### config.mk
export PLATFORM = sky130hd
export DESIGN_NAME = execute_iter
export DESIGN_NICKNAME = d
export VERILOG_FILES = /design/src/rtl/execute_iter.sv
export SDC_FILE = /design/constraint.sdc
export NUM_CORES = 1
export LEC_CHECK = 0
export ABC_AREA = 1
export CAP_MARGIN = 15
export CORE_MARGIN = 3
export CORE_UTILIZATION = 45
export CTS_CLUSTER_SIZE = 12
export DETAILED_ROUTE_END_ITERATION = 10
export MAX_ROUTING_LAYER = met4
export PLACE_DENSITY = 0.73
export SYNTH_ARGS = -nofsm -noshare
export SYNTH_HDL_FRONTEND = slang
export SYNTH_SLANG_ARGS = --single-unit
### constraint.sdc
create_clock -name clk -period 3.3 [get_ports clk]
set_input_delay 0.99 -clock clk [delete_from_list [all_inputs] [get_ports clk]]
set_output_delay 0.99 -clock clk [all_outputs]
set_load 0.02 [all_outputs]
### src/rtl/execute_iter.sv
// Execute stage: single-cycle add/sub/carry/logic ops plus iterative radix-2
// multiply and restoring divide, behind a valid/stall pipeline handshake.
module execute_iter #(
   parameter int WIDTH       = 32,
   parameter int LEN_OPECODE = 7,
   parameter int LEN_IMM     = 16
) (
   input  logic                   clk,
   input  logic                   rst,
   input  logic                   valid_i,
   input  logic                   stall_i,
   output logic                   stall_o,
   output logic                   valid_o,
   input  logic [LEN_OPECODE-1:0] opecode,
   input  logic                   immf,
   input  logic [WIDTH-1:0]       data_rd,
   input  logic [WIDTH-1:0]       data_rs,
   input  logic [LEN_IMM-1:0]     imm,
   output logic [WIDTH-1:0]       data_o,
   output logic                   carry_o,
   output logic                   div0_o
);

   localparam int CNT_W = ($clog2(WIDTH) < 5) ? 5 : $clog2(WIDTH);

   localparam logic [LEN_OPECODE-1:0] OP_ADD = LEN_OPECODE'(7'b000_0000);
   localparam logic [LEN_OPECODE-1:0] OP_SUB = LEN_OPECODE'(7'b000_0001);
   localparam logic [LEN_OPECODE-1:0] OP_MUL = LEN_OPECODE'(7'b000_0010);
   localparam logic [LEN_OPECODE-1:0] OP_DIV = LEN_OPECODE'(7'b000_0011);
   localparam logic [LEN_OPECODE-1:0] OP_ADC = LEN_OPECODE'(7'b000_0100);
   localparam logic [LEN_OPECODE-1:0] OP_SBC = LEN_OPECODE'(7'b000_0101);
   localparam logic [LEN_OPECODE-1:0] OP_AND = LEN_OPECODE'(7'b001_0000);
   localparam logic [LEN_OPECODE-1:0] OP_OR  = LEN_OPECODE'(7'b001_0001);
   localparam logic [LEN_OPECODE-1:0] OP_XOR = LEN_OPECODE'(7'b001_0010);

   typedef enum logic [1:0] {
      IDLE,
      BUSY,
      DONE
   } state_t;

   state_t           state_reg;
   logic [CNT_W-1:0] cnt_reg;
   logic             is_mul_reg;
   logic             div0_pend_reg;
   logic [WIDTH-1:0] rem_reg;   // mul: accumulator, div: partial remainder
   logic [WIDTH-1:0] quo_reg;   // mul: multiplier, div: dividend shifting into quotient
   logic [WIDTH-1:0] dvs_reg;   // mul: multiplicand, div: divisor
   logic             valid_reg;
   logic [WIDTH-1:0] data_reg;
   logic             carry_reg;
   logic             div0_reg;

   logic             hold;
   logic             accept;
   logic             is_iter;
   logic [WIDTH-1:0] imm_sext;
   logic [WIDTH-1:0] operand_b;
   logic             cin;
   logic [WIDTH:0]   add_ext;
   logic [WIDTH:0]   sub_ext;
   logic [WIDTH-1:0] alu_data;
   logic             alu_carry;

   logic [WIDTH-1:0] mul_acc;
   logic [WIDTH:0]   div_shift;
   logic [WIDTH:0]   div_diff;
   logic [WIDTH-1:0] rem_next;
   logic [WIDTH-1:0] quo_next;

   assign hold    = valid_reg & stall_i;
   assign stall_o = (state_reg != IDLE) | hold;
   assign accept  = valid_i & ~stall_o;
   assign is_iter = (opecode == OP_MUL) | (opecode == OP_DIV);

   assign imm_sext  = WIDTH'($signed(imm));
   assign operand_b = immf ? imm_sext : data_rs;

   assign cin     = ((opecode == OP_ADC) | (opecode == OP_SBC)) & carry_reg;
   assign add_ext = {1'b0, data_rd} + {1'b0, operand_b} + (WIDTH+1)'(cin);
   // Bit WIDTH of the wrapped difference is the borrow out.
   assign sub_ext = {1'b0, data_rd} - {1'b0, operand_b} - (WIDTH+1)'(cin);

   always_comb begin
      alu_data  = '0;
      alu_carry = carry_reg;
      case (opecode)
         OP_ADD, OP_ADC: begin
            alu_data  = add_ext[WIDTH-1:0];
            alu_carry = add_ext[WIDTH];
         end
         OP_SUB, OP_SBC: begin
            alu_data  = sub_ext[WIDTH-1:0];
            alu_carry = sub_ext[WIDTH];
         end
         OP_AND:  alu_data = data_rd & operand_b;
         OP_OR:   alu_data = data_rd | operand_b;
         OP_XOR:  alu_data = data_rd ^ operand_b;
         default: alu_data = '0;
      endcase
   end

   // One iteration: MSB-first shift-add for mul, restoring subtract-shift for div.
   assign mul_acc   = {rem_reg[WIDTH-2:0], 1'b0} + (quo_reg[WIDTH-1] ? dvs_reg : '0);
   assign div_shift = {rem_reg, quo_reg[WIDTH-1]};
   assign div_diff  = div_shift - {1'b0, dvs_reg};

   always_comb begin
      rem_next = mul_acc;
      quo_next = {quo_reg[WIDTH-2:0], 1'b0};
      if (!is_mul_reg) begin
         if (!div_diff[WIDTH]) begin
            rem_next = div_diff[WIDTH-1:0];
            quo_next = {quo_reg[WIDTH-2:0], 1'b1};
         end else begin
            rem_next = div_shift[WIDTH-1:0];
            quo_next = {quo_reg[WIDTH-2:0], 1'b0};
         end
      end
   end

   always_ff @(posedge clk or negedge rst) begin
      if (!rst) begin
         state_reg     <= IDLE;
         cnt_reg       <= '0;
         is_mul_reg    <= 1'b0;
         div0_pend_reg <= 1'b0;
         rem_reg       <= '0;
         quo_reg       <= '0;
         dvs_reg       <= '0;
         valid_reg     <= 1'b0;
         data_reg      <= '0;
         carry_reg     <= 1'b0;
         div0_reg      <= 1'b0;
      end else begin
         case (state_reg)
            IDLE: begin
               if (accept) begin
                  if (is_iter) begin
                     state_reg     <= BUSY;
                     cnt_reg       <= CNT_W'(WIDTH - 1);
                     is_mul_reg    <= (opecode == OP_MUL);
                     div0_pend_reg <= (opecode == OP_DIV) && (operand_b == '0);
                     rem_reg       <= '0;
                     quo_reg       <= (opecode == OP_MUL) ? operand_b : data_rd;
                     dvs_reg       <= (opecode == OP_MUL) ? data_rd : operand_b;
                     valid_reg     <= 1'b0;
                  end else begin
                     data_reg  <= alu_data;
                     carry_reg <= alu_carry;
                     valid_reg <= 1'b1;
                     div0_reg  <= 1'b0;
                  end
               end else if (!hold) begin
                  valid_reg <= 1'b0;
               end
            end
            BUSY: begin
               if (!hold) begin
                  valid_reg <= 1'b0;
               end
               rem_reg <= rem_next;
               quo_reg <= quo_next;
               if (cnt_reg == '0) begin
                  state_reg <= DONE;
               end else begin
                  cnt_reg <= cnt_reg - CNT_W'(1);
               end
            end
            DONE: begin
               // The result waits here until any held output has drained.
               if (!hold) begin
                  data_reg  <= is_mul_reg ? rem_reg : quo_reg;
                  valid_reg <= 1'b1;
                  div0_reg  <= div0_pend_reg;
                  state_reg <= IDLE;
               end
            end
            default: state_reg <= IDLE;
         endcase
      end
   end

   assign valid_o = valid_reg;
   assign data_o  = data_reg;
   assign carry_o = carry_reg;
   assign div0_o  = div0_reg;

endmodule

After elaboration in Yosys (flattened, before gate mapping)
Index checks and enable logic that the tools add are counted.
Widths: inputs -> output; s select.
{"block": "totals", "regBits": 140, "elab_cells": 103, "input_bits": 92, "output_inout_bits": 36}
{"block": "op_classes", "muxes": 39, "n_eq_ne": 16, "add_sub_neg": 7, "bitwise_logic": 11, "n_reduce_logical": 19}
{"operator": "$mux 32", "count": 14}
{"operator": "$pmux 32 s2", "count": 3}
{"operator": "$pmux 32 s5", "count": 1}
{"operator": "$add 32x32->33", "count": 1}
{"operator": "$add 33x1->33", "count": 1}
{"operator": "$sub 32x32->33", "count": 1}
{"operator": "$sub 33x1->33", "count": 1}
{"operator": "$sub 33x32->33", "count": 1}
{"operator": "$add 32x32->32", "count": 1}
{"operator": "$and 32x32->32", "count": 1}
{"operator": "$logic_not 32->1", "count": 1}
{"operator": "$or 32x32->32", "count": 1}
{"operator": "$xor 32x32->32", "count": 1}
{"operator": "$eq 7x5->1 const B", "count": 3}
{"operator": "$reduce_and 4->1", "count": 4}
{"operator": "$mux 5", "count": 3}
{"operator": "$eq 7x2->1 const B", "count": 2}
{"operator": "$eq 7x3->1 const B", "count": 2}
{"operator": "$ne 2x2->1 const B", "count": 6}
{"operator": "$pmux 5 s2", "count": 1}
{"operator": "$mux 1", "count": 9}
{"operator": "$mux 2", "count": 4}
{"operator": "$reduce_bool 2->1", "count": 4}
{"operator": "$eq 7x1->1 const B", "count": 1}
{"operator": "other kinds (17)", "count": 25}

Longest topological paths before layout
{"block": "logic_depth", "depth_word": 8, "mapped_depth": 26, "ltp_nobuf": 25}

Worst setup path before layout
OpenSTA, ideal clock, no wires.
{"block": "synth_path", "path_type": "input to register", "startpoint": "input immf", "endpoint": "register data_reg[30] (netlist: data_o[30])", "setup_ps": 121, "required_time_ps": 3179, "n_path_buf": 1, "arrival_ps": 3919, "slack_ps": -740, "stages": 25, "cell_sequence": "inv_2 buf_2 or2_2 o21ai_0 inv_1 fa_1 ha_1 inv_1 nand2_1 inv_1 fa_1 nand2_1 nand2_1 nand2_1 nand2_1 nand2_1 nand2_1 nand2_1 nand2_1 nand2_1 nand2_1 nand3_1 nand3_1 nand2_1 a21oi_1"}
{"block": "synth_between", "elab_chain_len": 7, "word_cells_on_any_way": 12}
{"item": "start, declared", "line": "15", "source": "input logic immf,"}
{"item": "$mux 32 *", "line": "77", "source": "assign operand_b = immf ? imm_sext : data_rs;"}
{"item": "$sub 32x32->33 or $add 32x32->33 (tied branches)", "line": "82, 80"}
{"item": "$sub 33x1->33 or $add 33x1->33 (tied branches)", "line": "82, 80"}
{"item": "$pmux 32 s5 *", "line": "87", "source": "case (opecode)"}
{"item": "$mux 32 *", "line": "139", "source": "if (is_iter) begin"}
{"item": "$mux 32 *", "line": "138", "source": "if (accept) begin"}
{"item": "$pmux 32 s2 *", "line": "136", "source": "case (state_reg)"}
{"item": "end signal, assigned", "line": "149", "source": "data_reg <= alu_data;"}
{"item": "end signal, assigned", "line": "173", "source": "data_reg <= is_mul_reg ? rem_reg : quo_reg;"}
{"item": "end, declared", "line": "50", "source": "logic [WIDTH-1:0] data_reg;"}
Mark *: on every way between the ends. The rest lies on a longest branch, timed or not. The select of a mux whose other input is x is not followed.
A chain may end at the register's enable or synchronous reset.

Final worst setup path
{"block": "layout_path", "startpoint": "input immf", "endpoint": "register data_reg[6] (netlist: data_o[6])"}
The elaborated chain is that of the path after synthesis.

==> out/qor.csv <==
stage,metric,value,unit
run_status,status,"finished, violations left",
run_status,failing checks,setup timing,
floorplanning,die outline width,213,um
drt,Starting DRT DRC Count,2046,
floorplanning,IO Count,128,
setup_path,Crit Path Max Fanout,5,
timing,slack of the critical path,-0.283,ns
place,hpwl dp,64500,um
min_path,Hold Path Depth,2,
final_layout,area of the multi-input gates,0.0144,mm^2
final_layout,post-layout util,62.3,%
timing,Worst Skew,0.0161,ns
setup_path,Crit. End Element,register,
synth,top_reg_cell synth,dfrtp_1,
timing,fin crit share,109,%
power,Seq pwr share,20.5,%
clock_network,CTS Buf Count,17,
final_layout,fill cell count,4070,
synth,Cell variety after synth,49,
timing,fin. max-slew vios,0,
final_layout,share of cells above drive strength 1,20.4,%
power,switching power,7.63,mW
min_path,Min-Delay Path Class,reg2reg,
place,Port Buf Inserts,127,
drt,final antenna-violating net count,0,
grt,vias in the first global route,21628,
timing,RSZ-0062 raised after global routing,true,
synth,"Seq/Total Area, Yosys",18.2,%
setup_path,slowest cell on the critical path,fa_1,
min_path,Hold Startpoint,quo_reg[7],
timing,setup violators final,29,
setup_path,worst endpoint required time,3.63,ns
clock_network,clock latency on the worst-skew pair,0.45,ns
clock_network,# hold bufs at CTS,0,
drt,final WL,79600,um
timing,worst slew pin tran,0.632,ns
grt,GR Overflow Total,0,
synth,leading area contributor after synthesis,nand2_1,
floorplanning,core area,0.0420,mm^2
clock_network,CTS Buffer Depth,2,
setup_path,reg2reg path depth,19,
grt,total track usage,35.3,%
synth,top post-synthesis cells by area,"nand2_1, dfrtp_1, ha_1, inv_1, nand3_1",
drt,Vias,23362,
timing,Slew Limit Headroom,57.4,%
flow_run,max-cap check violation count,0,
synth,syn nets,3647,
floorplanning,Die ar.,0.0452,mm^2
drt,1st-pass router iterations,6,
grt,largest net degree at the start of global routing,61,
setup_path,"setup slack, reg-to-reg",0.09,ns
setup_path,crit path DAT,3.91,ns
timing,Final Hold Vio Count,0,
final_layout,Nets,4122,
synth,Synth top area share,20.7,%
synth,YS warnings,0,
place,GP Congestion,1.03,
drt,# DRC,0,
timing,hold_ws,0.495,ns
setup_path,CP dominant cell by count,nand2_2,
synth,top-count cell post-synth,nand2_1,
setup_path,critical-path cell list,"buf_12, inv_12, or2_4, o21ai_4, inv_2, fa_1, ha_2, inv_2, nand2_4, inv_2, fa_2, nand2_2, nand2_2, nand2_4, nand2_2, nand2_2, buf_4, a21oi_1, o21ai_1, nand3_1, a21oi_1, o21ai_1",
synth,Synth Area per Inst,5.73,um^2
power,Pint,7.60,mW
floorplanning,die height,213,um
setup_path,critical path type,in2reg,
grt,initial antenna violation count,2,
timing,setup TNS,-4.01,ns
synth,Syn Inst Count,3354,
power,Leak,14.2,nW
clock_network,CTS tree,done,
setup_path,r2r endpoint,data_o[6],
timing,Peak Freq,279,MHz
power,sw frac,50.1,%
clock_network,root buffer cell,clkbuf_16,
timing,Final min period,3.58,ns
drt,DR WL/cell,18.2,um
setup_path,max incr delay on CP,0.61,ns
synth,Seq cells post-synth,140,
floorplanning,row count,75,
final_layout,ANT cells,0,
final_layout,Synth-to-Final Area Change,36.3,%
min_path,Hold EP,quo_reg[8],
clock_network,H-tree Lvls,4,
clock_network,"CTS clk-pin slew, worst paths",0.06,ns
grt,global-route wire length before repair,120000,um
drt,Vias/cell,5.33,
synth,synthesized area,0.0192,mm^2
floorplanning,Initial Utilization,45.7,%
synth,synth cell count leaders,"nand2_1, inv_1, nor2_1",
setup_path,FF-to-FF Start,carry_o,
power,VDD IR-drop max,0.345,mV
synth,Post-synth ARST share,100,%
power,Combinational Power Share,66.3,%
power,PD cells,581,mW/mm^2
clock_network,CTS sink cnt,140,
power,Clk pwr share,13.2,%
synth,"EDFF count, synth",0,
setup_path,Worst Setup Start Kind,primary input,
final_layout,sequential cell area,0.00350,mm^2
worst max-delay path by stage:
stage | from | end | slack (ns) | cells past startpoint
after floorplan | immf | carry_o | -0.45 | 23
after global placement | immf | data_o[28] | -1.32 | 18
after detailed placement | immf | data_o[15] | -1.36 | 18
after CTS | immf | data_o[22] | -0.25 | 25
after global routing | opecode[4] | data_o[22] | -0.42 | 24
final | immf | data_o[6] | -0.28 | 22
power groups by stage:
| stage | clock, mW | sequential (mW) | combinational (mW) |
|---|---|---|---|
| finish | 2.01 | 3.12 | 10.1 |
| global route | 2.11 | 3.17 | 11.2 |
| CTS | 2.03 | 3.08 | 9.55 |
| detailed placement | 0 | 3.10 | 9.33 |
| global placement | 0 | 3.09 | 9.25 |
| floorplan | 0 | 3.07 | 5.88 |
per-stage QoR:
stage	power [mW]	std cells	instance area (um^2)	worst slack (ns)
global placement	12.3	4321	24000	-1.32
detailed placement	12.4	4321	24000	-1.36
global route	16.5	4381	26200	-0.419
CTS	14.7	4372	25000	-0.253
finish	15.2	4381	26200	-0.283
floorplan	8.95	3354	19300	-0.449
routing by layer:
layer,vias up,track usage (%),part of all wire (%)
met2,908,56.1,45
li1,11591,-,-
met1,10695,46.7,43
met3,168,3.60,7.5
met4,0,13.3,4.5
met5,-,-,0
cell type report:
cell class	instances	area share [%]
multi-input combinational	2508	54.9
timing repair buffer	546	18.0
sequential	140	13.4
inverter	616	8.89
tap	539	2.57
clock buffer	21	1.76
clock inverter	11	0.544
placed cells by master, fill, tap and decap left out, types with 15 or more instances in the layout:
master           Yosys  routed
a21oi_1            235     197
a21oi_2              1      33
buf_12               0      19
buf_4                4     388
clkbuf_16            0      18
clkdlybuf4s50_1      0     117
dfrtp_1            140     140
ha_1               195     146
ha_4                 0      37
inv_1              600     568
inv_2               14      44
nand2_1           1061     991
nand2_2             11      65
nand2_4              2      18
nand3_1            255     214
nand3_2              0      36
nand3b_1            16      16
nand4_1             36      36
nor2_1             278     259
nor2_2               4      17
nor3_1              24      21
o211ai_1            15      15
o21ai_0            184     164
o21ai_1             21      27
o221ai_1            24      24
o22ai_1             23      23
or2_2               22      18
xnor2_1             16      16
worst max-delay path, delay by kind of cell:
family / cells / cell delay, ns
buf+inv: 6 / 0.39
simple gates: 8 / 0.85
fa+ha+maj: 3 / 1.19
compound gates: 5 / 0.50
timing repair:
| item | CTS | global route |
|---|---|---|
| endpoints found under the setup margin | 33 | 33 |
| cloned | 0 | 1 |
| setup buffers | 19 | 11 |
| gates resized for setup | 108 | 265 |
| pin swaps | 35 | 74 |
kinds of logic (layout without fill, tap and decap cells):
kind of cell / count (synthesis) / count (layout) / share of synthesized area (%)
xor gates and xnor gates: 23 / 23 / 1.05
and+or+nand+nor: 1736 / 1736 / 37.5
DFF: 140 / 140 / 18.2
adders and majority gates: 201 / 201 / 13.3
AOI/OAI and AO/OA: 548 / 548 / 15.6
buffers and inverters: 706 / 1194 / 14.3
(Power assumes the default switching activity.)
